--- config.mk ---
export PLATFORM = sky130hd
export DESIGN_NAME = jt12_bus_master_flat
export DESIGN_NICKNAME = d
export VERILOG_FILES = /design/src/rtl/jt12_bus_master_if.sv /design/src/rtl/jt12_bus_master.sv /design/src/flat_wrapper.sv
export SDC_FILE = /design/constraint.sdc
export NUM_CORES = 1
export LEC_CHECK = 0
export ABC_AREA = 1
export BUFFER_PORTS_ARGS = -buffer_cell sky130_fd_sc_hd__buf_2
export CORE_MARGIN = 8
export CORE_UTILIZATION = 50
export CTS_CLUSTER_SIZE = 20
export DETAILED_ROUTE_END_ITERATION = 10
export PLACE_DENSITY = 0.76
export SKIP_LAST_GASP = 1
export SYNTH_ARGS = -nofsm -noshare
export SYNTH_HDL_FRONTEND = slang
export SYNTH_SLANG_ARGS = --single-unit
--- constraint.sdc ---
create_clock -name clk -period 3.17 [get_ports clk]
set_input_delay 0.317 -clock clk [delete_from_list [all_inputs] [get_ports clk]]
set_output_delay 0.317 -clock clk [all_outputs]
set_load 0.02 [all_outputs]
--- src/rtl/jt12_bus_master_if.sv ---
`default_nettype none
// jt12_bus_master_if: request-side and chip-side signals of jt12_bus_master.
// Rev 1.0
interface jt12_bus_master_if #(
  parameter int DEPTH_LOG2 = 4
);
  logic                  req_valid;
  logic                  req_ready;
  logic                  req_part;
  logic [7:0]            req_reg;
  logic [7:0]            req_val;
  logic [DEPTH_LOG2:0]   level;
  logic                  idle;
  logic [7:0]            din;
  logic [1:0]            addr;
  logic                  write;
  logic                  busy;

  modport master (
    input  req_valid, req_part, req_reg, req_val, busy,
    output req_ready, level, idle, din, addr, write
  );

  modport slave (
    output req_valid, req_part, req_reg, req_val, busy,
    input  req_ready, level, idle, din, addr, write
  );
endinterface
`default_nettype wire

--- src/rtl/jt12_bus_master.sv ---
`default_nettype none
// jt12_bus_master: FIFO-buffered register-write initiator for the JT12 CPU port.
// Rev 1.0
module jt12_bus_master #(
  parameter int DEPTH_LOG2 = 4,
  parameter int ADDR_CACHE = 1
) (
  input  logic              clk,
  input  logic              rst,
  jt12_bus_master_if.master bus
);
  localparam int                  DEPTH      = 1 << DEPTH_LOG2;
  localparam logic [DEPTH_LOG2:0] FULL_LEVEL = (DEPTH_LOG2 + 1)'(DEPTH);
  localparam logic                USE_CACHE  = (ADDR_CACHE != 0);

  typedef enum logic [2:0] {
    IDLE = 3'd0,
    ADDR = 3'd1,
    AGAP = 3'd2,
    DATA = 3'd3,
    DGAP = 3'd4
  } state_t;

  state_t                state;
  logic [16:0]           mem [DEPTH];
  logic [DEPTH_LOG2-1:0] wr_ptr;
  logic [DEPTH_LOG2-1:0] rd_ptr;
  logic [DEPTH_LOG2:0]   count;
  logic                  gap_first;
  logic                  cache_vld;
  logic [8:0]            cache;
  logic [7:0]            din_q;
  logic [7:0]            val_q;
  logic [1:0]            addr_q;
  logic                  write_q;

  logic                  empty;
  logic                  full;
  logic                  push;
  logic                  pop;
  logic                  gap_done;
  logic                  cache_hit;
  logic                  head_part;
  logic [7:0]            head_reg;
  logic [7:0]            head_val;

  assign empty         = (count == '0);
  assign full          = (count == FULL_LEVEL);
  assign bus.req_ready = !full && !rst;
  assign push          = bus.req_valid && bus.req_ready;
  assign {head_part, head_reg, head_val} = mem[rd_ptr];

  // The first gap cycle is a guard: the chip's busy has not risen yet.
  assign gap_done  = !gap_first && !bus.busy;
  assign pop       = !empty && (((state == IDLE) && !bus.busy) || ((state == DGAP) && gap_done));
  assign cache_hit = USE_CACHE && cache_vld && (cache == {head_part, head_reg});

  always_ff @(posedge clk) begin
    if (push) begin
      mem[wr_ptr] <= {bus.req_part, bus.req_reg, bus.req_val};
    end
  end

  always_ff @(posedge clk) begin
    if (rst) begin
      wr_ptr <= '0;
      rd_ptr <= '0;
      count  <= '0;
    end else begin
      if (push) wr_ptr <= wr_ptr + 1'b1;
      if (pop)  rd_ptr <= rd_ptr + 1'b1;
      case ({push, pop})
        2'b10:   count <= count + 1'b1;
        2'b01:   count <= count - 1'b1;
        default: ;
      endcase
    end
  end

  always_ff @(posedge clk) begin
    if (rst) begin
      state     <= IDLE;
      gap_first <= 1'b0;
      cache_vld <= 1'b0;
      cache     <= '0;
      din_q     <= '0;
      val_q     <= '0;
      addr_q    <= '0;
      write_q   <= 1'b0;
    end else begin
      write_q <= 1'b0;
      case (state)
        IDLE, DGAP: begin
          gap_first <= 1'b0;
          if (pop) begin
            val_q   <= head_val;
            write_q <= 1'b1;
            if (cache_hit) begin
              state  <= DATA;
              din_q  <= head_val;
              addr_q <= {head_part, 1'b1};
            end else begin
              state  <= ADDR;
              din_q  <= head_reg;
              addr_q <= {head_part, 1'b0};
            end
          end else if ((state == DGAP) && gap_done) begin
            state <= IDLE;
          end
        end
        ADDR: begin
          cache     <= {addr_q[1], din_q};
          cache_vld <= 1'b1;
          gap_first <= 1'b1;
          state     <= AGAP;
        end
        AGAP: begin
          gap_first <= 1'b0;
          if (gap_done) begin
            din_q   <= val_q;
            addr_q  <= {addr_q[1], 1'b1};
            write_q <= 1'b1;
            state   <= DATA;
          end
        end
        DATA: begin
          gap_first <= 1'b1;
          state     <= DGAP;
        end
        default: state <= IDLE;
      endcase
    end
  end

  assign bus.level = count;
  assign bus.idle  = empty && (state == IDLE);
  assign bus.din   = din_q;
  assign bus.addr  = addr_q;
  assign bus.write = write_q;
endmodule
`default_nettype wire

--- src/flat_wrapper.sv ---
// flat-port wrapper written by rule: the top's interface ports become plain ports
module jt12_bus_master_flat 
#(
  parameter int DEPTH_LOG2 = 4,
  parameter int ADDR_CACHE = 1
)
  (clk, rst, bus_req_valid, bus_req_part, bus_req_reg, bus_req_val, bus_busy, bus_req_ready, bus_level, bus_idle, bus_din, bus_addr, bus_write);
  jt12_bus_master_if #(.DEPTH_LOG2(DEPTH_LOG2)) bus_i ();
  input  logic clk;
  input  logic rst;
  input wire logic [$bits(bus_i.req_valid)-1:0] bus_req_valid;
  input wire logic [$bits(bus_i.req_part)-1:0] bus_req_part;
  input wire logic [$bits(bus_i.req_reg)-1:0] bus_req_reg;
  input wire logic [$bits(bus_i.req_val)-1:0] bus_req_val;
  input wire logic [$bits(bus_i.busy)-1:0] bus_busy;
  output wire logic [$bits(bus_i.req_ready)-1:0] bus_req_ready;
  output wire logic [$bits(bus_i.level)-1:0] bus_level;
  output wire logic [$bits(bus_i.idle)-1:0] bus_idle;
  output wire logic [$bits(bus_i.din)-1:0] bus_din;
  output wire logic [$bits(bus_i.addr)-1:0] bus_addr;
  output wire logic [$bits(bus_i.write)-1:0] bus_write;
  assign bus_i.req_valid = bus_req_valid;
  assign bus_i.req_part = bus_req_part;
  assign bus_i.req_reg = bus_req_reg;
  assign bus_i.req_val = bus_req_val;
  assign bus_i.busy = bus_busy;
  assign bus_req_ready = bus_i.req_ready;
  assign bus_level = bus_i.level;
  assign bus_idle = bus_i.idle;
  assign bus_din = bus_i.din;
  assign bus_addr = bus_i.addr;
  assign bus_write = bus_i.write;
  jt12_bus_master #(.DEPTH_LOG2(DEPTH_LOG2), .ADDR_CACHE(ADDR_CACHE)) u_core (.clk(clk), .rst(rst), .bus(bus_i));
endmodule
; Word level (Yosys, flattened, before mapping)
; Memories as Yosys holds them, arrays and structs flattened. A register that Yosys moved wholly into a read port is not among the register bits.
; Index checks and enable logic that the tools add are counted.
[totals]
regBits = 46
ram_bits = 272
memories = 1
output_inout_bits = 18
elab_cells = 77
[op_classes]
reduce_logical = 26
mux = 22
n_eq_ne = 11
n_addsub = 4
bitwise = 1
[memory_table]
columns = name, depth, word_bits, read_ports, rd_ports_with_merged_regs, write_ports, line
row1 = u_core.mem, 16, 17, 1, 1, 1, jt12_bus_master.sv:25  ; logic [16:0] mem [DEPTH];
[ops]
columns = cell, n
row1 = $mux 8, 3
row2 = $pmux 8 s2, 1
row3 = $pmux 3 s4, 1
row4 = $pmux 5 s2, 1
row5 = $eq 9x9->1, 1
row6 = $mux 3, 3
row7 = $add 4x1->4 const B, 2
row8 = $logic_and 1x1->1, 8
row9 = $mux 4, 2
row10 = $eq 3x2->1 const B, 2
row11 = $mux 1, 6
row12 = $reduce_and 3->1, 2
row13 = $reduce_bool 2->1, 3
row14 = $add 5x1->5 const B, 1
row15 = $eq 5x5->1 const B, 1
row16 = $logic_not 1->1, 5
row17 = $logic_not 5->1, 1
row18 = $sub 5x1->5 const B, 1
row19 = $mux 2, 2
row20 = $ne 2x1->1 const B, 2
row21 = $pmux 1 s2, 2
row22 = $pmux 2 s2, 1
row23 = $reduce_and 2->1, 2
row24 = $reduce_or 2->1, 2
row25 = other kinds (9), 9

; Longest topological paths before layout
; Gate-level depths: netlist of the first run.
[logic_depth]
depth_word = 7
ltp_mapped = 17

; Least setup slack after synthesis of the first run
; OpenSTA, ideal clock, no wires.
[synth_path]
path_kind = register -> register
from = register u_core.count[1] (netlist: u_core.bus.level[1])
to = register u_core.count[4] (netlist: u_core.bus.level[4])
t_arrival_ps = 2441
path_buffers = 0
path_stages_with_launch = 15
slack_ps = 607
t_required_ps = 3048
period_less_slack_ps = 2563
path_cell_list = dfxtp_1 -> nor4_1 -> nand2_1 -> nand2_1 -> inv_1 -> nand2_1 -> ha_1 -> fa_1 -> a21o_1 -> a21oi_1 -> inv_1 -> a21oi_1 -> o21ai_0 -> o21ai_0 -> a21oi_1
[synth_between]
elab_chain_len = 6
[synth_rtl]
columns = element, line
row1 = "start, declared", jt12_bus_master.sv:28  ; logic [DEPTH_LOG2:0] count;
row2 = "start signal, assigned", jt12_bus_master.sv:73  ; 2'b10: count <= count + 1'b1;
row3 = "start signal, assigned", jt12_bus_master.sv:74  ; 2'b01: count <= count - 1'b1;
row4 = $eq 5x5->1 *, jt12_bus_master.sv:48  ; assign full = (count == FULL_LEVEL);
row5 = $logic_not 1->1 *, jt12_bus_master.sv:49  ; assign bus.req_ready = !full && !rst;
row6 = $logic_and 1x1->1 *, jt12_bus_master.sv:49
row7 = via bus_req_ready, flat_wrapper.sv:16  ; output wire logic [$bits(bus_i.req_ready)-1:0] bus_req_ready;
row8 = $logic_and 1x1->1 *, jt12_bus_master.sv:50  ; assign push = bus.req_valid && bus.req_ready;
row9 = $eq 2x1->1 / $eq 2x2->1 (equally long branches), jt12_bus_master.sv:72  ; case ({push, pop})
row10 = $pmux 5 s2 / $reduce_bool 2->1 (equally long branches), --
; The timed path passes the listed nets; every way through them passes the cells marked *.
; A chain may end at the register's enable or synchronous reset.

; Final worst setup path of the first run
[layout_path]
from = register u_core.count[1] (netlist: u_core.bus.level[1])
to = register u_core.count[4] (netlist: u_core.bus.level[4])
[layout_between]
elab_chain_len = 6
[layout_rtl]
columns = element, line
row1 = $eq 5x5->1, jt12_bus_master.sv:48
row2 = $logic_not 1->1, jt12_bus_master.sv:49
row3 = $logic_and 1x1->1, jt12_bus_master.sv:49
row4 = $logic_and 1x1->1, jt12_bus_master.sv:50
row5 = $eq 2x1->1 / $eq 2x2->1 (equally long branches), jt12_bus_master.sv:72
row6 = $pmux 5 s2 / $reduce_bool 2->1 (equally long branches), --
; Several ways; a longest one is shown, not always the timed one.

==> results of run 1 <==
cells by family (layout without fill, tap and decap cells):
family | Yosys count | in the layout
compound gates | 221 | 221
other cells | 0 | 1
fa+ha+maj | 10 | 10
simple gates | 490 | 490
flops | 322 | 322
buf+inv | 187 | 255
xor+xnor | 2 | 2
final timing paths:
check,startpoint,end,slack (ns),depth (start not counted)
setup / recovery,u_core.bus.level[1]$_SDFFE_PP0P_,u_core.bus.level[4]$_SDFFE_PP0P_,0.43,13
hold reg to reg,u_core.cache_vld$_SDFFE_PP0P_,u_core.cache_vld$_SDFFE_PP0P_,0.46,2
hold / removal,bus_req_reg[0],u_core.mem[2][8]$_DFFE_PP_,0.18,1
setup reg to reg,u_core.bus.level[1]$_SDFFE_PP0P_,u_core.bus.level[4]$_SDFFE_PP0P_,0.43,13
final cells by class:
class | instances | share of cell area
Timing Repair Buffer | 69 | 0.0287
Multi-Input combinational cell | 723 | 0.237
Tap cell | 341 | 0.0282
Sequential cell | 322 | 0.606
Inverter | 125 | 0.0311
Antenna cell | 1 | 0.000165
Clock buffer | 53 | 0.0652
Clock inverter | 8 | 0.00421
synth_stat cells (6+ instances only):
library cell,count,area share
a21oi_1,39,0.014
o22ai_1,7,0.0032
buf_2,22,0.0081
buf_6,10,0.0083
ha_1,9,0.0083
inv_1,118,0.033
o21ai_1,13,0.0048
o21ai_0,97,0.036
o221ai_1,25,0.016
nor2_1,129,0.036
edfxtp_1,272,0.60
o21bai_1,9,0.0050
inv_2,6,0.0017
dfxtp_1,50,0.074
o211ai_1,16,0.0089
nand3_1,116,0.043
a21oi_2,8,0.0052
clkbuf_1,21,0.0058
nand2_1,223,0.062
power groups by stage:
stage	logic, uW	clock network (uW)	registers [uW]
after CTS	3560	3810	5070
final	3580	3760	5080
after global routing	3980	3960	5100
after detailed placement	3530	0	5160
after global placement	3430	0	5140
after floorplan	2630	0	5160
routing by layer:
metal | track usage | wire (um) | vias to the layer above
met4 | 0.0810 | 1150 | 2
met5 | 0 | 13 | -
met1 | 0.244 | 12600 | 4564
met2 | 0.338 | 16400 | 468
met3 | 0.0333 | 2710 | 85
li1 | - | - | 4353
registers in the layout, indices dropped and copies added (netlist names), named ones only:
name,cells
u_core.bus.addr,2
u_core.bus.din,8
u_core.bus.level,5
u_core.bus.write,1
u_core.cache,9
u_core.cache_vld,1
u_core.gap_first,1
u_core.mem,272
u_core.rd_ptr,4
u_core.state,3
u_core.val_q,8
u_core.wr_ptr,4
per-stage QoR:
step | utilization | hold WS [ns] | instance area [sq um] | setup slack (ns) | total power, uW
2_1_floorplan | - | 0.416 | 13500 | 0.607 | 7790
3_3_place_gp | 0.526 | 0.438 | 14100 | 0.476 | 8570
3_5_place_dp | 0.526 | 0.447 | 14100 | 0.508 | 8690
4_1_cts | 0.565 | 0.165 | 15100 | 0.472 | 12400
5_1_grt | 0.565 | 0.175 | 15100 | 0.152 | 13000
6_report | 0.565 | 0.183 | 15100 | 0.434 | 12400
==> results.txt, run 1 <==
----------------------------------------------------
[Outcome]
  Outcome ... finished, final reports clean

[Finish]
  Filler cell count in the final layout ... 2170
  Commonest non-fill, non-tap cells in the layout ... 272 x edfxtp_1, 223 x nand2_1, 118 x inv_1
  Total area of multi-input combinational cells ... 3580 sq um
  Most frequent standard cell in the layout excluding fill and tap cells ... edfxtp_1
  Sequential standard cell area ... 9180 sq um
  Fin cells ... around 1600
  Fraction of layout cells with a size suffix above 1 ... 0.125
  Layout-stage area growth over the synthesis result ... 11.9%
  Final net count ... 1306

[Die]
  Vertical extent of the die ... 181 um
  Die Outline Area ... 32600 sq um
  Width of the die ... 181 um
  Effective utilization at floorplan ... 0.505
  Core Rows ... 60
  Top-level I/O count ... 39
  Area of the placeable core ... 26800 sq um

[Timing]
  Clock period minus final worst setup slack ... 2.74 ns
  Count of endpoints failing hold in the final timing report ... 0
  Fmax ... 0.365 GHz
  Setup clock skew after layout ... 0.0228 ns
  Max-slew violation total from the final report ... 0
  Worst relative slew slack ... 0.486
  Number of failing setup endpoints in the final timing report ... 0
  Setup TNS after final layout ... 0 ns
  Actual transition at the worst max-transition pin ... approximately 0.77 ns
  RSZ-0062 raised after global routing ... no
  Share of the cycle needed by the critical path after routing ... 0.863

[Worst setup path]
  Number of buffers and inverters on the critical path ... 2
  Critical path fanouts, max ... 7
  Type of the setup path with the least slack ... reg2reg
  Worst Setup Start Kind ... flip-flop
  Worst stage delay on the critical path ... 0.42 ns
  CP Data Arrival Time ... 3.13 ns
  Family with the most delay on the worst path ... compound AO/OA/AOI/OAI gates
  Standard cell with the maximum stage delay on the critical path ... fa_1
  Critical path's most frequent cell ... a21oi_1
  Data required time at the worst endpoint ... approximately 3.6 ns
  Crit. End Element ... flip-flop
  Ordered list of cells on the worst path ... nor4_1 > nand2_1 > nand2_1 > inv_1 > ha_1 > fa_1 > a21o_1 > a21oi_1 > inv_1 > a21oi_1 > o21ai_0 > o21ai_0 > a21oi_1

[GRT]
  Vias in the first global route ... 9017
  Combined global-route utilization of all metal layers ... 0.197
  Largest net degree at the start of global routing ... between 70 and 80
  Global-route wire length before repair ... 50200 um
  Number of antenna violations at the first check in global routing ... 2
  Remaining global-route overflow ... 0

[Pwr]
  Net switching fraction of the power ... 0.341
  Net switching power of the design ... 4240 uW
  Internal power ... 8180 uW
  Part of the total power dissipated in combinational logic ... 0.288
  Sequential cell fraction of total power ... 0.409
  Clk network pwr share ... 0.303
  Power Dens Cells ... roughly 820 nW/um^2
  Worst ir drop on vdd ... 642 uV
  Total leakage power ... ~0.0057 uW

[Min path]
  HP Class ... in2reg

[Yosys]
  Yosys warnings ... 0
  Cell variety after synth ... 39
  Seq/Total Area, Yosys ... 0.678
  Async set or reset register ratio after synthesis ... 0
  Multiplexer fraction of the synthesized cell area ... 0
  Post-synthesis cell area ... 13500 sq um
  Simple-gate share of the synthesized area ... 0.153
  Xor-xnor portion of the synthesized cell area ... 0.00129
  Mean instance size in the synthesized netlist ... approximately 11 sq um
  Number of flops mapped to enable cells by yosys ... 272
  Post-synth net total ... between 1000 and 1500
  Share of synthesized cell area in full adder, half adder and majority cells ... 0.00980
  Post-synthesis cell count ... around 1200
  Flip-flop and latch count after synthesis ... 322
  Top flip-flop cell by instance count after synthesis ... edfxtp_1
  Combinational family with the most area after synthesis ... simple AND/OR/NAND/NOR gates
  Compound-gate portion of the synthesized area ... 0.0975

[Place]
  Number of port buffers ... 38
  Routability congestion estimate ... 0.866
  Half-perimeter wire length after placement ... 18900 um
  Post-Place Cells ... 1580

[Clock tree]
  Buffer count from post-CTS setup fixing ... 0
  Clk pin slew, worst setup/hold paths ... ~0.06 ns
  Largest buffer count on any clock path ... 3
  Buffer type at the clock tree root ... clkbuf_16
  Cts-stage hold buffer count ... 0
  Worst-skew pair later-pin latency ... 0.51 ns
  Number of CTS-inserted buffers ... 34
  Maximum level of the CTS H-tree ... 2
  Number of gates resized after CTS ... 0
  TritonCTS clock tree ... built
  Clock sink total ... 322

[Routing]
  Remaining DRCs ... 0
  DR WL/cell ... 20.1 um
  Overall routed net length ... 32900 um
  Detailed-router iteration count before antenna repair ... 8
  Detail-routed via count per cell ... 5.77
  Routed Antenna Nets ... 0
  Detailed router's first-iteration violation count ... ~1100
  Total number of vias ... 9472

[Run]
  Number of max-cap violations ... 0

----------------------------------------------------
Note: power is estimated with default switching activity, not from simulation.
==> run 2, diff against run 1 <==
--- a/config.mk
+++ b/config.mk
@@ -11,7 +11,9 @@
 export CORE_UTILIZATION = 50
 export CTS_CLUSTER_SIZE = 20
 export DETAILED_ROUTE_END_ITERATION = 10
+export GPL_TIMING_DRIVEN = 0
 export PLACE_DENSITY = 0.76
+export REMOVE_ABC_BUFFERS = 1
 export SKIP_LAST_GASP = 1
 export SYNTH_ARGS = -nofsm -noshare
 export SYNTH_HDL_FRONTEND = slang
==> constraint.sdc (replaced) <==
create_clock -name clk -period 3.17 [get_ports clk]
set_input_delay 0.634 -clock clk [delete_from_list [all_inputs] [get_ports clk]]
set_output_delay 0.634 -clock clk [all_outputs]
set_load 0.02 [all_outputs]
==> run 2 against run 1 <==
  * Via count is 3.7% lower
  * Sequential power barely moved
  * Die area unchanged
  * Flip-flop and latch count stayed put
  * Combinational power rose by 4%
  * Clock-buffer cell count decreased by 19
  * Non-clock buffer count decreased by 2
  * Critical path depth grew 1
  * First-iteration DRC count down 31%
  * Global-route usage shrank 1.3 points
  * Core utilization is 0.54 points higher
  * Worst hold slack improved by 0.25 ns
==> results.txt, run 2 (synthesis gave the netlist of run 1 again) <==
----------------------------------------------------
[Finish]
  Top reg by flops ... u_core.mem
  Final antenna diode count ... 0
  Fraction of layout cells with a size suffix above 1 ... 0.128
  Commonest non-fill, non-tap cells in the layout ... 272 x edfxtp_1, 222 x nand2_1, 117 x inv_1
  Final net count ... 1301
  Layout-stage area growth over the synthesis result ... 13.0%
  Largest registers ... u_core.mem (272), u_core.cache (9)
  Most frequent standard cell in the layout excluding fill and tap cells ... edfxtp_1
  Fin cells ... 1631
  Number of flip-flops under the largest register name ... 272
  Final non-filler cell area ... 15300 sq um

[GRT]
  Combined global-route utilization of all metal layers ... 0.184
  Vias in the first global route ... 8659
  Global-route wire length before repair ... 47400 um
  Largest net degree at the start of global routing ... 82
  Number of antenna violations at the first check in global routing ... 0
  Remaining global-route overflow ... 0

[Clock tree]
  Clk pin slew, worst setup/hold paths ... 0.06 ns
  Largest buffer count on any clock path ... 3
  Worst-skew pair later-pin latency ... 0.57 ns
  Cts-stage hold buffer count ... 0
  TritonCTS clock tree ... built
  Clock sink total ... 322
  Maximum level of the CTS H-tree ... 1
  Buffer type at the clock tree root ... clkbuf_16
  Number of CTS-inserted buffers ... 31

[Routing]
  Remaining DRCs ... 0
  Total number of vias ... 9120
  Detailed-router iteration count before antenna repair ... 5
  Detail-routed via count per cell ... approximately 5.6
  Routed Antenna Nets ... 0
  Detailed router's first-iteration violation count ... roughly 770
  Overall routed net length ... 31100 um
  DR WL/cell ... 19.1 um

[Timing]
  Share of the cycle needed by the critical path after routing ... 0.921
  Fmax ... 0.343 GHz
  Worst hold slack ... 0.437 ns
  Max-slew violation total from the final report ... 0
  Number of failing setup endpoints in the final timing report ... 0
  Setup clock skew after layout ... 0.0158 ns
  Worst relative slew slack ... 0.405
  Count of endpoints failing hold in the final timing report ... 0
  Actual transition at the worst max-transition pin ... 0.892 ns
  Clock period minus final worst setup slack ... ~2.9 ns

[Worst setup path]
  Number of buffers and inverters on the critical path ... 4
  Standard cell with the maximum stage delay on the critical path ... buf_2
  Capture point of the worst reg-to-reg path ... u_core.bus.level[4]$_SDFFE_PP0P_
  Logic depth of the worst register-to-register path ... 13
  Number of stages on the worst setup path ... 14
  Internal reg-to-reg setup slack ... 0.25 ns
  CP Data Arrival Time ... approximately 3.4 ns
  Worst stage delay on the critical path ... 0.52 ns
  Type of the setup path with the least slack ... in2reg
  Family with the most delay on the worst path ... buffers and inverters
  Critical path fanouts, max ... 29
  Data required time at the worst endpoint ... 3.61 ns
  CP startpoint ... rst
  Worst Setup Start Kind ... primary input
  Critical path endpoint ... u_core.bus.level[4]$_SDFFE_PP0P_
  Ordered list of cells on the worst path ... buf_2 > clkinvlp_4 > nand2_1 > inv_1 > nand2_1 > ha_1 > ha_1 > a21o_1 > a21oi_1 > inv_1 > a21oi_1 > o21ai_0 > o21ai_0 > a21oi_1
  Crit. End Element ... flip-flop
  FF-to-FF Start ... u_core.bus.level[1]$_SDFFE_PP0P_
  Critical path's most frequent cell ... a21oi_1

[Die]
  Area of the placeable core ... 26800 sq um
  Effective utilization at floorplan ... 0.505
  Width of the die ... around 180 um
  Die Outline Area ... 32600 sq um
  Core Rows ... 60
  Top-level I/O count ... 39
  Vertical extent of the die ... 181 um

[Outcome]
  Outcome ... finished, final reports clean

[Pwr]
  Total leakage power ... 0.00572 uW
  Power Dens Cells ... a little under 800 nW/um^2
  Total power consumption of the routed design ... 12100 uW
  Worst ir drop on vdd ... 517 uV

[Place]
  Half-perimeter wire length after placement ... ~19000 um
  Number of port buffers ... 38
  Total placed instance area ... 14200 sq um
  Routability congestion estimate ... 0.813
  Post-Place Cells ... 1569

[Run]
  Number of max-cap violations ... 0

[Min path]
  HP Class ... in2reg

----------------------------------------------------
[run 2: changes by cell type in the layout (fill, tap and decap cells not counted), moves of 2 or more]
cell	before	now
buf_16	0	6
buf_4	30	6
buf_8	0	14
clkbuf_1	13	3
clkbuf_16	35	32
clkbuf_8	4	0
clkinv_1	5	8
clkinv_2	3	5
clkinvlp_2	0	3
clkinvlp_4	0	3
[run 2: stage by stage]
stage / utilization / worst slack (ns) / TNS [ns]
floorplan: - / -2.28 / -39.26
global placement: 0.515 / -5.69 / -362.39
detailed placement: 0.531 / -0.553 / -26.97
CTS: 0.567 / 0.00371 / 0
global route: 0.571 / -0.000402 / -0.000402
finish: 0.571 / 0.251 / 0
[run 2: worst reg2reg max path, cell delays in order (launching register included)]
cell	delay (ns)
dfxtp_1	0.37
nor4_2	0.32
nand2_1	0.16
nand2_4	0.22
inv_1	0.17
ha_1	0.30
fa_1	0.43
a21o_1	0.19
a21oi_1	0.11
inv_1	0.06
a21oi_1	0.12
o21ai_0	0.12
o21ai_0	0.19
a21oi_1	0.06
[run 2: where the power goes]
part / leakage, uW / switching [uW] / internal [uW]
logic: 0.00242 / 2490 / 1210
clock network: 0.000438 / 1500 / 1860
registers: 0.00286 / 227 / 4840
total: 0.00572 / 4220 / 7920
[run 2: final cells by class]
class                           instances  area [sq um]
Inverter                              125           492
Fill cell                            2062         11500
Multi-Input combinational cell        723          3600
Clock inverter                         19           130
Sequential cell                       322          9180
Tap cell                              341           427
Timing Repair Buffer                   67           676
Clock buffer                           34           787
[run 2: routing by layer]
metal	vias to the layer above	track usage	share of wire
met5	-	0	0
met1	4329	0.238	0.40
met4	0	0.0618	0.031
met3	75	0.0323	0.088
li1	4348	-	-
met2	368	0.309	0.48
[run 2: timing repair]
action | in CTS | in global routing
gates cloned | 0 | 1
endpoints found under the setup margin | 11 | 12
resized for setup | 4 | 7
buffers inserted | 2 | 6
[run 2: worst min path at each step]
stage,from,to,slack (ns),cells after the start
floorplan,u_core.cache_vld$_SDFFE_PP0P_,u_core.cache_vld$_SDFFE_PP0P_,0.42,2
global placement,u_core.cache_vld$_SDFFE_PP0P_,u_core.cache_vld$_SDFFE_PP0P_,0.44,2
detailed placement,u_core.cache_vld$_SDFFE_PP0P_,u_core.cache_vld$_SDFFE_PP0P_,0.45,2
CTS,bus_req_reg[3],u_core.mem[0][11]$_DFFE_PP_,0.41,1
global route,bus_req_reg[3],u_core.mem[0][11]$_DFFE_PP_,0.43,1
finish,bus_req_val[3],u_core.mem[11][3]$_DFFE_PP_,0.44,1
==> run 3, diff against run 2 <==
--- a/config.mk
+++ b/config.mk
@@ -5,7 +5,6 @@
 export SDC_FILE = /design/constraint.sdc
 export NUM_CORES = 1
 export LEC_CHECK = 0
-export ABC_AREA = 1
 export BUFFER_PORTS_ARGS = -buffer_cell sky130_fd_sc_hd__buf_2
 export CORE_MARGIN = 8
 export CORE_UTILIZATION = 50
==> run 3 against run 2 <==
  * Area after synthesis down 4.8%
  * Clock skew shrank 0.0012 ns
  * Global-route usage fell by 0.32 points
  * Total power is 14% lower
  * Worst hold slack better by 0.026 ns
  * Critical path type is now reg2reg
  * Routed wire length is 7.6% lower
  * Combinational power is 49% lower
  * Die area is 4.4% lower
  * Register-to-register slack got worse by 0.13 ns
  * Synthesized cell count is 43% lower
  * Sequential power shrank 2%
==> results.txt, run 3 <==
----------------------------------------------------
[Routing]
  Detail-routed via count per cell ... 6.11
  DR WL/cell ... 25.4 um
  Remaining DRCs ... 0
  Routed Antenna Nets ... 0
  Total number of vias ... 6921
  Detailed-router iteration count before antenna repair ... 5
  Overall routed net length ... 28800 um
  Detailed router's first-iteration violation count ... between 900 and 1000

[Finish]
  Sequential standard cell area ... 9180 sq um
  Top reg by flops ... u_core.mem
  Fraction of layout cells with a size suffix above 1 ... 0.298
  Most frequent standard cell in the layout excluding fill and tap cells ... edfxtp_1
  Final non-filler cell area ... 14900 sq um
  Fin cells ... roughly 1100
  Largest registers ... u_core.mem (272), u_core.cache (9)
  Layout-stage area growth over the synthesis result ... 15.4%
  Commonest non-fill, non-tap cells in the layout ... 272 x edfxtp_1, 75 x mux4_2, 46 x dfxtp_1
  Final antenna diode count ... 0
  Final Core Density ... 0.589
  Total area of multi-input combinational cells ... 3510 sq um
  Final net count ... 811
  Number of flip-flops under the largest register name ... 272
  Filler cell count in the final layout ... 1791

[Outcome]
  Outcome ... finished, final reports clean

[Yosys]
  Post-synthesis cell area ... 12900 sq um
  Cell taking the most area after synthesis ... edfxtp_1
  Flip-flop and latch count after synthesis ... 322
  Most repeated cell in the gate-level netlist after synthesis ... edfxtp_1
  Cell variety after synth ... 58
  Seq/Total Area, Yosys ... 0.712
  Yosys top cell area share ... 0.634
  Post-synthesis cell count ... 708
  Async set or reset register ratio after synthesis ... 0
  Cells taking the most area after synthesis ... edfxtp_1 63%, mux4_2 13%, dfxtp_1 7.8%, nor2_1 1.6%, mux2i_1 1.4%
  Top flip-flop cell by instance count after synthesis ... edfxtp_1
  Number of flops mapped to enable cells by yosys ... 272
  Mean instance size in the synthesized netlist ... between 15 and 20 sq um
  Yosys warnings ... 0
  Most instantiated cells after synthesis ... 272 x edfxtp_1, 75 x mux4_2, 56 x nor2_1

[Timing]
  RSZ-0062 raised after global routing ... no
  Fmax ... 0.328 GHz
  Clock period minus final worst setup slack ... 3.05 ns
  Setup clock skew after layout ... 0.0145 ns
  Worst hold slack ... 0.463 ns
  Actual transition at the worst max-transition pin ... 1.33 ns
  Share of the cycle needed by the critical path after routing ... 0.962
  Count of endpoints failing hold in the final timing report ... 0
  Worst relative slew slack ... 0.110
  Number of failing setup endpoints in the final timing report ... 0
  Max-slew violation total from the final report ... 0

[Clock tree]
  Largest buffer count on any clock path ... 3
  Clock sink total ... 322
  Clk pin slew, worst setup/hold paths ... 0.06 ns
  Maximum level of the CTS H-tree ... 2
  Cts-stage hold buffer count ... 0
  Buffer type at the clock tree root ... clkbuf_16
  TritonCTS clock tree ... built
  Worst-skew pair later-pin latency ... 0.52 ns
  Number of CTS-inserted buffers ... 34

[Worst setup path]
  Type of the setup path with the least slack ... reg2reg
  Crit. End Element ... flip-flop
  Capture point of the worst reg-to-reg path ... u_core.bus.din[6]$_SDFFE_PP0P_
  CP Data Arrival Time ... 3.44 ns
  Critical path fanouts, max ... 20
  Worst Setup Start Kind ... flip-flop
  Data required time at the worst endpoint ... 3.56 ns
  Internal reg-to-reg setup slack ... 0.12 ns
  Logic depth of the worst register-to-register path ... 8
  Critical path endpoint ... u_core.bus.din[6]$_SDFFE_PP0P_

[Pwr]
  Total leakage power ... between 0.004 and 0.005 uW
  Total power consumption of the routed design ... 10500 uW
  Power Dens Cells ... 704 nW/um^2
  Worst ir drop on vdd ... 576 uV

[GRT]
  Global-route wire length before repair ... about 43000 um
  Combined global-route utilization of all metal layers ... 0.181
  Vias in the first global route ... 7136
  Remaining global-route overflow ... 0
  Number of antenna violations at the first check in global routing ... 1
  Largest net degree at the start of global routing ... between 50 and 60

[Die]
  Area of the placeable core ... 25300 sq um
  Die Outline Area ... about 31000 sq um
  Effective utilization at floorplan ... 0.510
  Width of the die ... about 180 um
  Core Rows ... 58
  Vertical extent of the die ... 177 um
  Top-level I/O count ... 39

[Place]
  Half-perimeter wire length after placement ... 18400 um
  Post-Place Cells ... 1062
  Routability congestion estimate ... 0.836
  Total placed instance area ... 13700 sq um
  Number of port buffers ... 38

[Min path]
  HP Class ... reg2reg

[Run]
  Number of max-cap violations ... 0

----------------------------------------------------
-- run 3: report_power, final --
| group | internal [uW] | total, uW | switching (uW) | leakage (uW) |
|---|---|---|---|---|
| clock | 2020 | 3620 | 1590 | 0.000494 |
| combinational | 809 | 1880 | 1070 | 0.00144 |
| sequential | 4780 | 4970 | 186 | 0.00286 |
-- run 3: per-layer routing --
layer	wire length (um)	vias to the layer above	global-route usage
met4	1040	2	0.0616
met3	2080	89	0.0363
met1	11200	3545	0.227
met2	14400	337	0.309
met5	13	-	0
li1	-	2948	-
-- run 3: critical path, cell delays in order (launching register included) --
cell and delay [ns]:
dfxtp_4 0.51, buf_12 0.24, mux4_2 0.53, mux4_2 0.55
xnor2_1 0.17, o31ai_1 0.10, nand3b_1 0.35, nor4b_1 0.38
a211oi_1 0.09
-- run 3: per-stage QoR --
step | setup TNS [ns] | setup WS (ns)
2_1_floorplan | -12.46 | -1.14
3_3_place_gp | -266.19 | -2.18
3_5_place_dp | -2.91 | -0.518
4_1_cts | -0.0840 | -0.0840
5_1_grt | 0 | 0.0192
6_report | 0 | 0.122
-- run 3: worst min-delay path by stage --
stage,end,slack (ns),start,depth (start not counted)
after floorplan,u_core.val_q[2]$_SDFFE_PP0P_,0.43,u_core.val_q[2]$_SDFFE_PP0P_,2
after global placement,u_core.val_q[3]$_SDFFE_PP0P_,0.44,u_core.val_q[3]$_SDFFE_PP0P_,2
after detailed placement,u_core.val_q[1]$_SDFFE_PP0P_,0.45,u_core.val_q[1]$_SDFFE_PP0P_,2
after CTS,u_core.val_q[1]$_SDFFE_PP0P_,0.46,u_core.val_q[1]$_SDFFE_PP0P_,2
after global routing,u_core.mem[9][13]$_DFFE_PP_,0.48,bus_req_reg[5],1
final,u_core.val_q[2]$_SDFFE_PP0P_,0.46,u_core.val_q[2]$_SDFFE_PP0P_,2
-- run 3: area by class of cell --
type / count / share of cell area
flip-flops and latches: 322 / 0.618
multi-input cells: 341 / 0.236
clock buffers: 44 / 0.0605
repair buffers: 75 / 0.0492
well taps: 330 / 0.0278
clock inverters: 15 / 0.00699
inverters: 6 / 0.00168
-- run 3: what timing repair did --
action,in CTS,in global routing
setup endpoints to repair,13,10
resized for setup,2,10
pin swaps,1,1
cloned,0,1
setup buffers,2,9
hold endpoints to repair,0,0
-- run 3: cell families after synthesis --
group                    share of synthesized area
flip-flops                                   0.712
AND/OR/NAND/NOR                             0.0581
multiplexers                                 0.154
AO/OA/AOI/OAI                               0.0317
buffers and inverters                       0.0222
XOR/XNOR                                    0.0122
adder cells (fa/ha/maj)                     0.0103
